[src/rtl/tmds_pkg.sv]
// Shared TMDS definitions: control-token words, aligner state encoding and
// the decoder's fixed latency. Used by the decoder, the encoder side and benches.
package tmds_pkg;

   // Control tokens as they appear on the wire (bit 0 transmitted first).
   localparam logic [9:0] TOK_C00 = 10'h354;
   localparam logic [9:0] TOK_C01 = 10'h0AB;
   localparam logic [9:0] TOK_C10 = 10'h154;
   localparam logic [9:0] TOK_C11 = 10'h2AB;

   // Cycles from a symbol on I_tmds_word to its decoded outputs.
   localparam int DEC_LATENCY = 2;

   // Word-alignment state machine.
   typedef enum logic [1:0] {
      ST_SEARCH    = 2'd0,
      ST_SLIP      = 2'd1,
      ST_SLIP_WAIT = 2'd2,
      ST_LOCKED    = 2'd3
   } align_state_e;

   // Classification and decode of one 10-bit symbol.
   typedef struct packed {
      logic       is_ctrl;
      logic [1:0] ctrl;
      logic [7:0] data;
   } sym_t;

endpackage

[src/rtl/tmds_sym_decode.sv]
// Combinational TMDS symbol decoder: recognises the four control tokens and
// recovers the 8-bit payload of a data symbol. Holds no state.
module tmds_sym_decode
   import tmds_pkg::*;
(
   input  logic [9:0] word_i,
   output sym_t       sym_o
);

   logic [7:0] d;
   logic [7:0] q;

   // Undo the optional inversion flagged by bit 9.
   assign d = word_i[9] ? ~word_i[7:0] : word_i[7:0];

   // Undo the XOR/XNOR chain selected by bit 8; bit 0 passes straight through.
   assign q[0] = d[0];
   for (genvar gi = 1; gi < 8; gi++) begin : g_chain
      assign q[gi] = word_i[8] ? (d[gi] ^ d[gi-1]) : ~(d[gi] ^ d[gi-1]);
   end

   // Token match; anything that is not one of the four tokens is data.
   always_comb begin
      sym_o.is_ctrl = 1'b1;
      sym_o.ctrl    = 2'b00;
      sym_o.data    = q;
      case (word_i)
         TOK_C00: sym_o.ctrl = 2'b00;
         TOK_C01: sym_o.ctrl = 2'b01;
         TOK_C10: sym_o.ctrl = 2'b10;
         TOK_C11: sym_o.ctrl = 2'b11;
         default: sym_o.is_ctrl = 1'b0;
      endcase
   end

endmodule

[src/rtl/tmds_channel_decoder.sv]
// One TMDS channel: two-stage symbol decode pipeline plus a word aligner that
// hunts for runs of control tokens and requests deserializer bit-slips until
// the symbol boundary is found. Decoding runs in every state; O_aligned alone
// says whether the outputs can be trusted.
// Optional build macro TMDS_DEC_STATS_EN adds O_relock_cnt, a saturating
// count of lost-lock events.
module tmds_channel_decoder
   import tmds_pkg::*;
#(
   parameter int CTRL_RUN     = 8,
   parameter int WIN_LEN      = 2048,
   parameter int SLIP_WAIT    = 16,
   parameter int LOCK_TIMEOUT = 4096
) (
   input  logic        I_pxl_clk,
   input  logic        I_rst,
   input  logic [9:0]  I_tmds_word,
   output logic        O_bitslip,
   output logic        O_aligned,
   output logic        O_de,
   output logic [1:0]  O_c,
   output logic [7:0]  O_data
`ifdef TMDS_DEC_STATS_EN
   ,
   output logic [15:0] O_relock_cnt
`endif
);

   localparam int RUN_W  = $clog2(CTRL_RUN + 1);
   localparam int WIN_W  = $clog2(WIN_LEN + 1);
   localparam int WAIT_W = $clog2(SLIP_WAIT + 1);
   localparam int TO_W   = $clog2(LOCK_TIMEOUT + 1);

   localparam logic [RUN_W-1:0]  RUN_MAX   = RUN_W'(CTRL_RUN);
   localparam logic [WIN_W-1:0]  WIN_LAST  = WIN_W'(WIN_LEN - 1);
   localparam logic [WAIT_W-1:0] WAIT_LAST = WAIT_W'(SLIP_WAIT - 1);
   localparam logic [TO_W-1:0]   TO_LAST   = TO_W'(LOCK_TIMEOUT - 1);

   // ---------------------------------------------------------------
   // Decode pipeline
   // ---------------------------------------------------------------
   sym_t in_sym;

   // Stage 1: symbol classification. Both flags are 0 straight out of reset
   // so the first real symbol is neither counted twice nor shown as data.
   logic       is_ctrl_q, is_ctrl_d;
   logic       is_data_q, is_data_d;
   logic [1:0] ctrl_q,    ctrl_d;
   logic [7:0] data1_q,   data1_d;

   // Stage 2: output registers.
   logic       de_q,   de_d;
   logic [1:0] c_q,    c_d;
   logic [7:0] data_q, data_d;

   tmds_sym_decode u_sym_decode (
      .word_i (I_tmds_word),
      .sym_o  (in_sym)
   );

   // Stage 1 captures the classification of the incoming word.
   always_comb begin
      is_ctrl_d = in_sym.is_ctrl;
      is_data_d = ~in_sym.is_ctrl;
      ctrl_d    = in_sym.ctrl;
      data1_d   = in_sym.data;
   end

   // Stage 2 forms the channel outputs; control bits hold through data periods.
   always_comb begin
      de_d   = is_data_q;
      c_d    = is_ctrl_q ? ctrl_q : c_q;
      data_d = is_data_q ? data1_q : 8'h00;
   end

   // Pipeline registers.
   always_ff @(posedge I_pxl_clk) begin
      if (I_rst) begin
         is_ctrl_q <= 1'b0;
         is_data_q <= 1'b0;
         ctrl_q    <= 2'b00;
         data1_q   <= 8'h00;
         de_q      <= 1'b0;
         c_q       <= 2'b00;
         data_q    <= 8'h00;
      end else begin
         is_ctrl_q <= is_ctrl_d;
         is_data_q <= is_data_d;
         ctrl_q    <= ctrl_d;
         data1_q   <= data1_d;
         de_q      <= de_d;
         c_q       <= c_d;
         data_q    <= data_d;
      end
   end

   // ---------------------------------------------------------------
   // Word aligner
   // ---------------------------------------------------------------
   align_state_e      state_q, state_d;
   logic [RUN_W-1:0]  run_q,   run_d;
   logic [WIN_W-1:0]  win_q,   win_d;
   logic [WAIT_W-1:0] wait_q,  wait_d;
   logic [TO_W-1:0]   to_q,    to_d;
   logic              run_hit;
   logic              bitslip;
   logic              aligned;

   // Consecutive control-token count; forced to zero around a slip so tokens
   // seen at the old phase cannot contribute to a lock at the new one.
   always_comb begin
      run_d = run_q;
      if (state_q == ST_SLIP || state_q == ST_SLIP_WAIT) begin
         run_d = '0;
      end else if (is_ctrl_q) begin
         run_d = (run_q == RUN_MAX) ? run_q : run_q + 1'b1;
      end else if (is_data_q) begin
         run_d = '0;
      end
      run_hit = (run_d == RUN_MAX);
   end

   // Phase-search window, settle timer and lock-timeout counters.
   always_comb begin
      win_d  = (state_q == ST_SEARCH)    ? win_q + 1'b1  : '0;
      wait_d = (state_q == ST_SLIP_WAIT) ? wait_q + 1'b1 : '0;
      to_d   = (state_q == ST_LOCKED && !run_hit) ? to_q + 1'b1 : '0;
   end

   // Counter registers.
   always_ff @(posedge I_pxl_clk) begin
      if (I_rst) begin
         run_q  <= '0;
         win_q  <= '0;
         wait_q <= '0;
         to_q   <= '0;
      end else begin
         run_q  <= run_d;
         win_q  <= win_d;
         wait_q <= wait_d;
         to_q   <= to_d;
      end
   end

   // FSM state register.
   always_ff @(posedge I_pxl_clk) begin
      if (I_rst) begin
         state_q <= ST_SEARCH;
      end else begin
         state_q <= state_d;
      end
   end

   // FSM next state; a lock found on the last window cycle wins over the slip.
   always_comb begin
      state_d = state_q;
      case (state_q)
         ST_SEARCH: begin
            if (run_hit) begin
               state_d = ST_LOCKED;
            end else if (win_d == WIN_LAST) begin
               state_d = ST_SLIP;
            end
         end
         ST_SLIP: begin
            state_d = ST_SLIP_WAIT;
         end
         ST_SLIP_WAIT: begin
            if (wait_q == WAIT_LAST) begin
               state_d = ST_SEARCH;
            end
         end
         ST_LOCKED: begin
            if (!run_hit && to_d == TO_LAST) begin
               state_d = ST_SEARCH;
            end
         end
         default: begin
            state_d = ST_SEARCH;
         end
      endcase
   end

   // FSM outputs: the slip request is exactly the one cycle spent in SLIP.
   always_comb begin
      bitslip = (state_q == ST_SLIP);
      aligned = (state_q == ST_LOCKED);
   end

   assign O_bitslip = bitslip;
   assign O_aligned = aligned;
   assign O_de      = de_q;
   assign O_c       = c_q;
   assign O_data    = data_q;

`ifdef TMDS_DEC_STATS_EN
   logic [15:0] relock_q, relock_d;

   // Count every loss of lock, sticking at all-ones.
   always_comb begin
      relock_d = relock_q;
      if (state_q == ST_LOCKED && state_d == ST_SEARCH && relock_q != 16'hFFFF) begin
         relock_d = relock_q + 16'd1;
      end
   end

   // Relock counter register.
   always_ff @(posedge I_pxl_clk) begin
      if (I_rst) begin
         relock_q <= 16'h0000;
      end else begin
         relock_q <= relock_d;
      end
   end

   assign O_relock_cnt = relock_q;
`endif

endmodule

[config.mk]
export PLATFORM = sky130hd
export DESIGN_NAME = tmds_channel_decoder
export DESIGN_NICKNAME = d
export VERILOG_FILES = /design/src/rtl/tmds_pkg.sv /design/src/rtl/tmds_sym_decode.sv /design/src/rtl/tmds_channel_decoder.sv
export SDC_FILE = /design/constraint.sdc
export NUM_CORES = 1
export LEC_CHECK = 0
export BUFFER_PORTS_ARGS = -buffer_cell sky130_fd_sc_hd__buf_2
export CORE_ASPECT_RATIO = 2
export CORE_UTILIZATION = 51
export DETAILED_ROUTE_END_ITERATION = 16
export HOLD_SLACK_MARGIN = 0.12
export PLACE_DENSITY_LB_ADDON = 0.05
export SKIP_LAST_GASP = 1
export SLEW_MARGIN = 20
export SYNTH_ARGS = -nofsm -noshare
export SYNTH_HDL_FRONTEND = slang
export SYNTH_SLANG_ARGS = --single-unit
export TNS_END_PERCENT = 30
[constraint.sdc]
create_clock -name I_pxl_clk -period 2.8 [get_ports I_pxl_clk]
set_clock_uncertainty 0.1 [all_clocks]
set_input_delay 0.56 -clock I_pxl_clk [delete_from_list [all_inputs] [get_ports I_pxl_clk]]
set_output_delay 0.56 -clock I_pxl_clk [all_outputs]
set_load 0.01 [all_outputs]
==> out/metrics.yaml, run 1 <==
status:
  status: "complete, no violations"
worst_setup_path:
  start_kind: "flop"
  critPathArrivalTime_ns: 2.45
  critPathKind: "reg2reg"
  reg2reg_from: "state_q[0]"
  crit_start: "state_q[0]"
  required_ns: 2.96
  path_max_fanout: 4
  cp-end-kind: "flop"
flow_run:
  max-cap-violations: 0
synthesis:
  ys_dominant_reg_cell: "dfxtp_1"
  synth-seq-cells: 59
  syn_inst: 287
  synthDistinctLibCells: 49
  synth_edf_count: 0
  syn_area_per_cell_um2: 9.25
  ys_async_sr_fraction_pct: 0
  seq_area_frac_synth_pct: 44.5
  ys_warn_count: 0
  syn_area_um2: 2660
  syn_nets: 309
clocking:
  cts_tree: "done"
  clock_sinks: 59
  ctsResizeCount: 0
  clockBufferDepth: 2
  numCtsBuffers: 9
  hold_buffers: 0
  clk-insertion-delay-late_ns: 0.34
  cts-htree-levels: 3
  clk_pin_slew_ns: 0.06
  clockRootBuffer: "clkbuf_8"
  cts_setup_buffers: 0
finish:
  final_cell_mix: "dfxtp_1 (59), nor2_1 (47), xnor2_1 (25)"
  fillCellCount: 456
  antenna_cells: 0
  drive_above_1_share_pct: 17.3
  final_common_cell: "dfxtp_1"
  final_cell_area_um2: 3000
  synthToLayoutAreaGrowth_pct: 13.0
  fin_cells: 375
  finalNetCount: 335
floorplanning:
  dieWidth_um: 53.0
  die_h_um: 104
  start_util_pct: 53.6
  die_area_um2: 5520
  rows: 36
  coreArea_um2: 4950
  io_pins: 25
power:
  powerDensity_nw_per_um2: 557
  p_leak_nw: 1.15
  vdd_ir_drop_max_mv: 0.493
global_route:
  grt_pass1_wl_mm: 8.16
  track_usage_pct: 20.3
  antenna_found_initial: 0
  grt_busiest_layer: "met2"
  met2_usage_pct: 35.0
  met3_usage_pct: 6.87
  grt-ovfl-total: 0
  grt_max_degree: 26
  grt_pass1_vias: 1951
  grt_use_met1_pct: 20.1
timing:
  setup_viol: 0
  worst_pin_slew_ns: 0.498
  min_period_over_period_pct: 81.7
  hold_violations: 0
  rsz0062_at_grt: "no"
  max_freq_mhz: 437
  whs_ns: 0.323
  slew_headroom_pct: 66.7
  min_period_ns: 2.29
  setup_tns_ns: 0
  maxSlewViolCount: 0
route:
  drt_iter0_drc: 32
  drt_pass1_iterations: 4
  drc: 0
  ant_nets: 0
  wire_per_inst_um: 12.5
  routed_wl_mm: 4.70
  dr_total_vias: 1990
  viasPerCell: 5.31
placement:
  io_buffers: 24
  hpwl_mm: 3.43
  place_inst: 359
  gp_congestion: 0.758
  placed_area_um2: 2810
min_path:
  hp-start: "data1_q[4]"
  min_path_type: "reg2reg"
[stage by stage]
stage | power (mW) | worst slack [ns] | util (%)
finish | 1.67 | 0.513 | 60.5
global placement | 0.962 | 0.544 | 56.7
detailed placement | 0.964 | 0.529 | 56.7
floorplan | 0.940 | 0.676 | -
CTS | 1.70 | 0.504 | 60.5
global route | 1.74 | 0.320 | 60.5
[area by class of cell]
cell class / instances / area (um^2) / share of cell area (%)
clock buffer: 15 / 186 / 6.22
clock inverter: 1 / 5.00 / 0.167
inverter: 11 / 41.3 / 1.38
multi-input combinational: 208 / 1390 / 46.5
sequential: 59 / 1180 / 39.4
tap: 57 / 71.3 / 2.38
timing repair buffer: 24 / 120 / 4.00
[worst paths after layout]
check | to | slack [ns] | cells after the start
hold / removal | O_data[4] | 0.32 | 1
hold reg to reg | O_data[4] | 0.32 | 1
setup / recovery | state_q[0] | 0.51 | 8
setup reg to reg | state_q[0] | 0.51 | 8
[worst max-delay path: stages (launching register included)]
cell and delay (ns):
dfxtp_1 0.42, inv_1 0.09, ha_1 0.23, nor2b_1 0.15, or4_1 0.49, a221oi_2 0.18
a41o_2 0.27, a21oi_2 0.07, a211oi_2 0.19
[flip-flops by register name (all words and copies together) (netlist names)]
register / cells
win_q: 12
O_de: 1
ctrl_q: 2
run_q: 4
state_q: 2
O_data: 8
de_d: 1
O_c: 2
is_ctrl_q: 1
to_q: 13
data1_q: 8
wait_q: 5
[cell usage after synthesis (2+ instances only)]
cell type	instances	area share, %
nor2b_1	4	0.94
and2_1	8	1.9
nand3b_1	3	0.85
nor4_1	2	0.47
mux2i_1	4	1.5
buf_2	4	0.75
nor4bb_1	2	0.75
ha_1	10	4.7
a22oi_1	3	0.85
xor2_1	7	2.3
inv_1	11	1.6
nor3b_1	2	0.57
nand4b_1	6	2.0
nor3_1	4	0.75
nor2_1	47	6.6
and3_1	4	0.94
xnor2_1	25	8.2
nand2_1	11	1.6
o21ai_0	7	1.3
or3b_2	2	0.66
nand3_1	12	2.3
or3_1	4	0.94
a21oi_2	2	0.66
mux2_2	2	0.85
dfxtp_1	59	44
nand2b_1	5	1.2
clkbuf_1	5	0.71
a21oi_1	11	2.1
[power breakdown]
group	total (mW)	switching [mW]	internal [mW]	leakage [nW]
Clock	0.724	0.307	0.417	0.0997
Sequential	0.869	0.00726	0.861	0.479
Combinational	0.0764	0.0405	0.0360	0.571
[routing by layer]
metal / wire length [um] / share of wire (%) / vias up
li1: - / - / 1037
met1: 1860 / 40 / 913
met2: 2510 / 53 / 31
met3: 211 / 4.5 / 9
met4: 117 / 2.5 / 0
met5: 0 / 0 / -
[cells by family (layout without fill, tap and decap cells)]
group / count (synthesis) / count (layout) / share of synthesized area [%]
AOI/OAI and AO/OA: 35 / 35 / 9.24
xor gates and xnor gates: 32 / 32 / 10.6
adders and majority gates: 10 / 10 / 4.71
and+or+nand+nor: 125 / 125 / 25.6
DFF: 59 / 59 / 44.5
muxes: 6 / 6 / 2.36
buffers and inverters: 20 / 51 / 3.02
Power figures use the tool's default switching activity.
==> run 2, diff against run 1 <==
Clock period 2.8 ns to 2 ns, I/O delays scaled along.
==> out/metrics.yaml, run 2 (synthesized netlist as in run 1, its figures left out) <==
timing:
  slew_headroom_pct: 68.7
  whs_ns: 0.217
  setup_tns_ns: -0.444
  rsz0062_at_grt: "yes"
  hold_violations: 0
  finalWorstSetupSlack_ns: -0.237
  setup_viol: 2
  max_freq_mhz: 447
  maxSlewViolCount: 0
  worst_pin_slew_ns: 0.469
  min_period_ns: 2.24
  min_period_over_period_pct: 112
route:
  viasPerCell: 5.24
  maxUsedRoutingLayer: "met4"
  dr_wl_met2_mm: 2.95
  drt_iter0_drc: 23
  dr_total_vias: 2184
  ant_nets: 0
  met1_length_mm: 2.08
  wire_per_inst_um: 13.0
  routed_wl_mm: 5.41
  drt_pass1_iterations: 4
  drc: 0
  dr_wl_met3_um: 194
finish:
  final_cell_area_um2: 3440
  final_cell_mix: "dfxtp_1 (55), nor2_1 (46), buf_4 (40)"
  drive_above_1_share_pct: 32.5
  final_common_cell: "dfxtp_1"
  fillCellCount: 413
  final_util_pct: 69.3
  finalNetCount: 377
  ff_latch_area_um2: 1190
  multi_input_area_um2: 1480
  largestRegisters: "to_q (13), win_q (12)"
  antenna_cells: 0
  regMostFlops: "to_q"
  largest_reg_flops: 13
  synthToLayoutAreaGrowth_pct: 29.4
worst_setup_path:
  critPathArrivalTime_ns: 2.36
  critPathKind: "reg2reg"
  path_max_fanout: 4
  required_ns: 2.12
  reg2reg_from: "wait_q[1]"
  cp-end-kind: "flop"
  critPathTopFamily: "simple AND/OR/NAND/NOR gates"
  start_kind: "flop"
  r2r-end: "state_q[1]"
  cp_cell_sequence: "ha_4, and3_4, ha_4, nor2b_2, or4_4, a221oi_2, a41o_2, a21o_2, a21oi_2"
  regToRegSetupSlack_ns: -0.24
  slowest_delay_ns: 0.50
  cp_slowest_cell: "or4_4"
  rr_worst_depth: 9
  crit_start: "wait_q[1]"
  worst-path-buf-inv: 0
  cp_common_cell: "ha_4"
placement:
  gp_congestion: 0.780
  io_buffers: 24
  hpwl_mm: 3.85
  placed_area_um2: 3100
clocking:
  cts_tree: "done"
  clock_sinks: 59
  clockBufferDepth: 2
  clk-insertion-delay-late_ns: 0.34
  numCtsBuffers: 9
  cts-htree-levels: 3
  hold_buffers: 0
  clockRootBuffer: "clkbuf_8"
  clk_pin_slew_ns: 0.07
global_route:
  antenna_found_initial: 0
  grt-ovfl-total: 0
  grt_pass1_vias: 2198
  track_usage_pct: 21.8
  grt_max_degree: 20
  grt_pass1_wl_mm: 8.90
min_path:
  min_path_type: "in2reg"
  hold-path-cell-count: 3
  worstHoldEndpoint: "data1_q[0]"
  hp-start: "I_tmds_word[9]"
status:
  violations: "negative setup slack"
  status: "complete, but fails checks"
power:
  p_leak_nw: 1.38
  powerDensity_nw_per_um2: 691
  vdd_ir_drop_max_mv: 0.603
floorplanning:
  die_area_um2: 5520
  start_util_pct: 53.6
  rows: 36
  dieWidth_um: 53.0
  die_h_um: 104
  coreArea_um2: 4950
  io_pins: 25
flow_run:
  max-cap-violations: 0
## run 2: cell type report
class                   count  area share [%]
flip-flops and latches     59            34.6
repair buffers             66            13.5
multi-input cells         208            43.0
clock inverters             7            2.00
clock buffers               9            3.61
well taps                  57            2.08
inverters                  11            1.20
## run 2: what timing repair did
item / in CTS / in global routing
endpoints found under the setup margin: 2 / 15
hold endpoints to repair: 0 / 0
resized for setup: 3 / 20
pin swaps: 1 / 15
buffers inserted: 0 / 4
gates cloned: 0 / 1
## run 2: through the flow
stage | total power [mW] | cells | setup WS (ns)
after floorplan | 1.32 | 287 | -0.124
after global placement | 1.36 | 396 | -0.137
after detailed placement | 1.36 | 396 | -0.214
after CTS | 2.40 | 412 | -0.216
after global routing | 2.47 | 417 | -0.320
final | 2.37 | 417 | -0.237
## run 2: worst max path at each step
stage,slack (ns),cells past startpoint,endpoint
after detailed placement,-0.21,9,state_q[0]
after CTS,-0.22,9,state_q[0]
after floorplan,-0.12,9,state_q[0]
final,-0.24,9,state_q[1]
after global placement,-0.14,9,state_q[0]
after global routing,-0.32,9,state_q[1]
## run 2: tightest hold or removal path, delay by kind of cell
kind                      cells  cell delay (ns)
xor gates and xnor gates      1             0.06
buffers and inverters         1             0.10
and+or+nand+nor               1             0.07
## run 2: report_power, final
group          switching, mW  internal, mW
sequential           0.00882          1.20
clock                  0.474         0.569
combinational         0.0621        0.0554
## run 2: routing by layer
layer,up-vias,global-route usage (%)
li1,1115,-
met4,0,11.8
met2,36,38.7
met1,1017,20.4
met5,-,0
met3,16,7.31
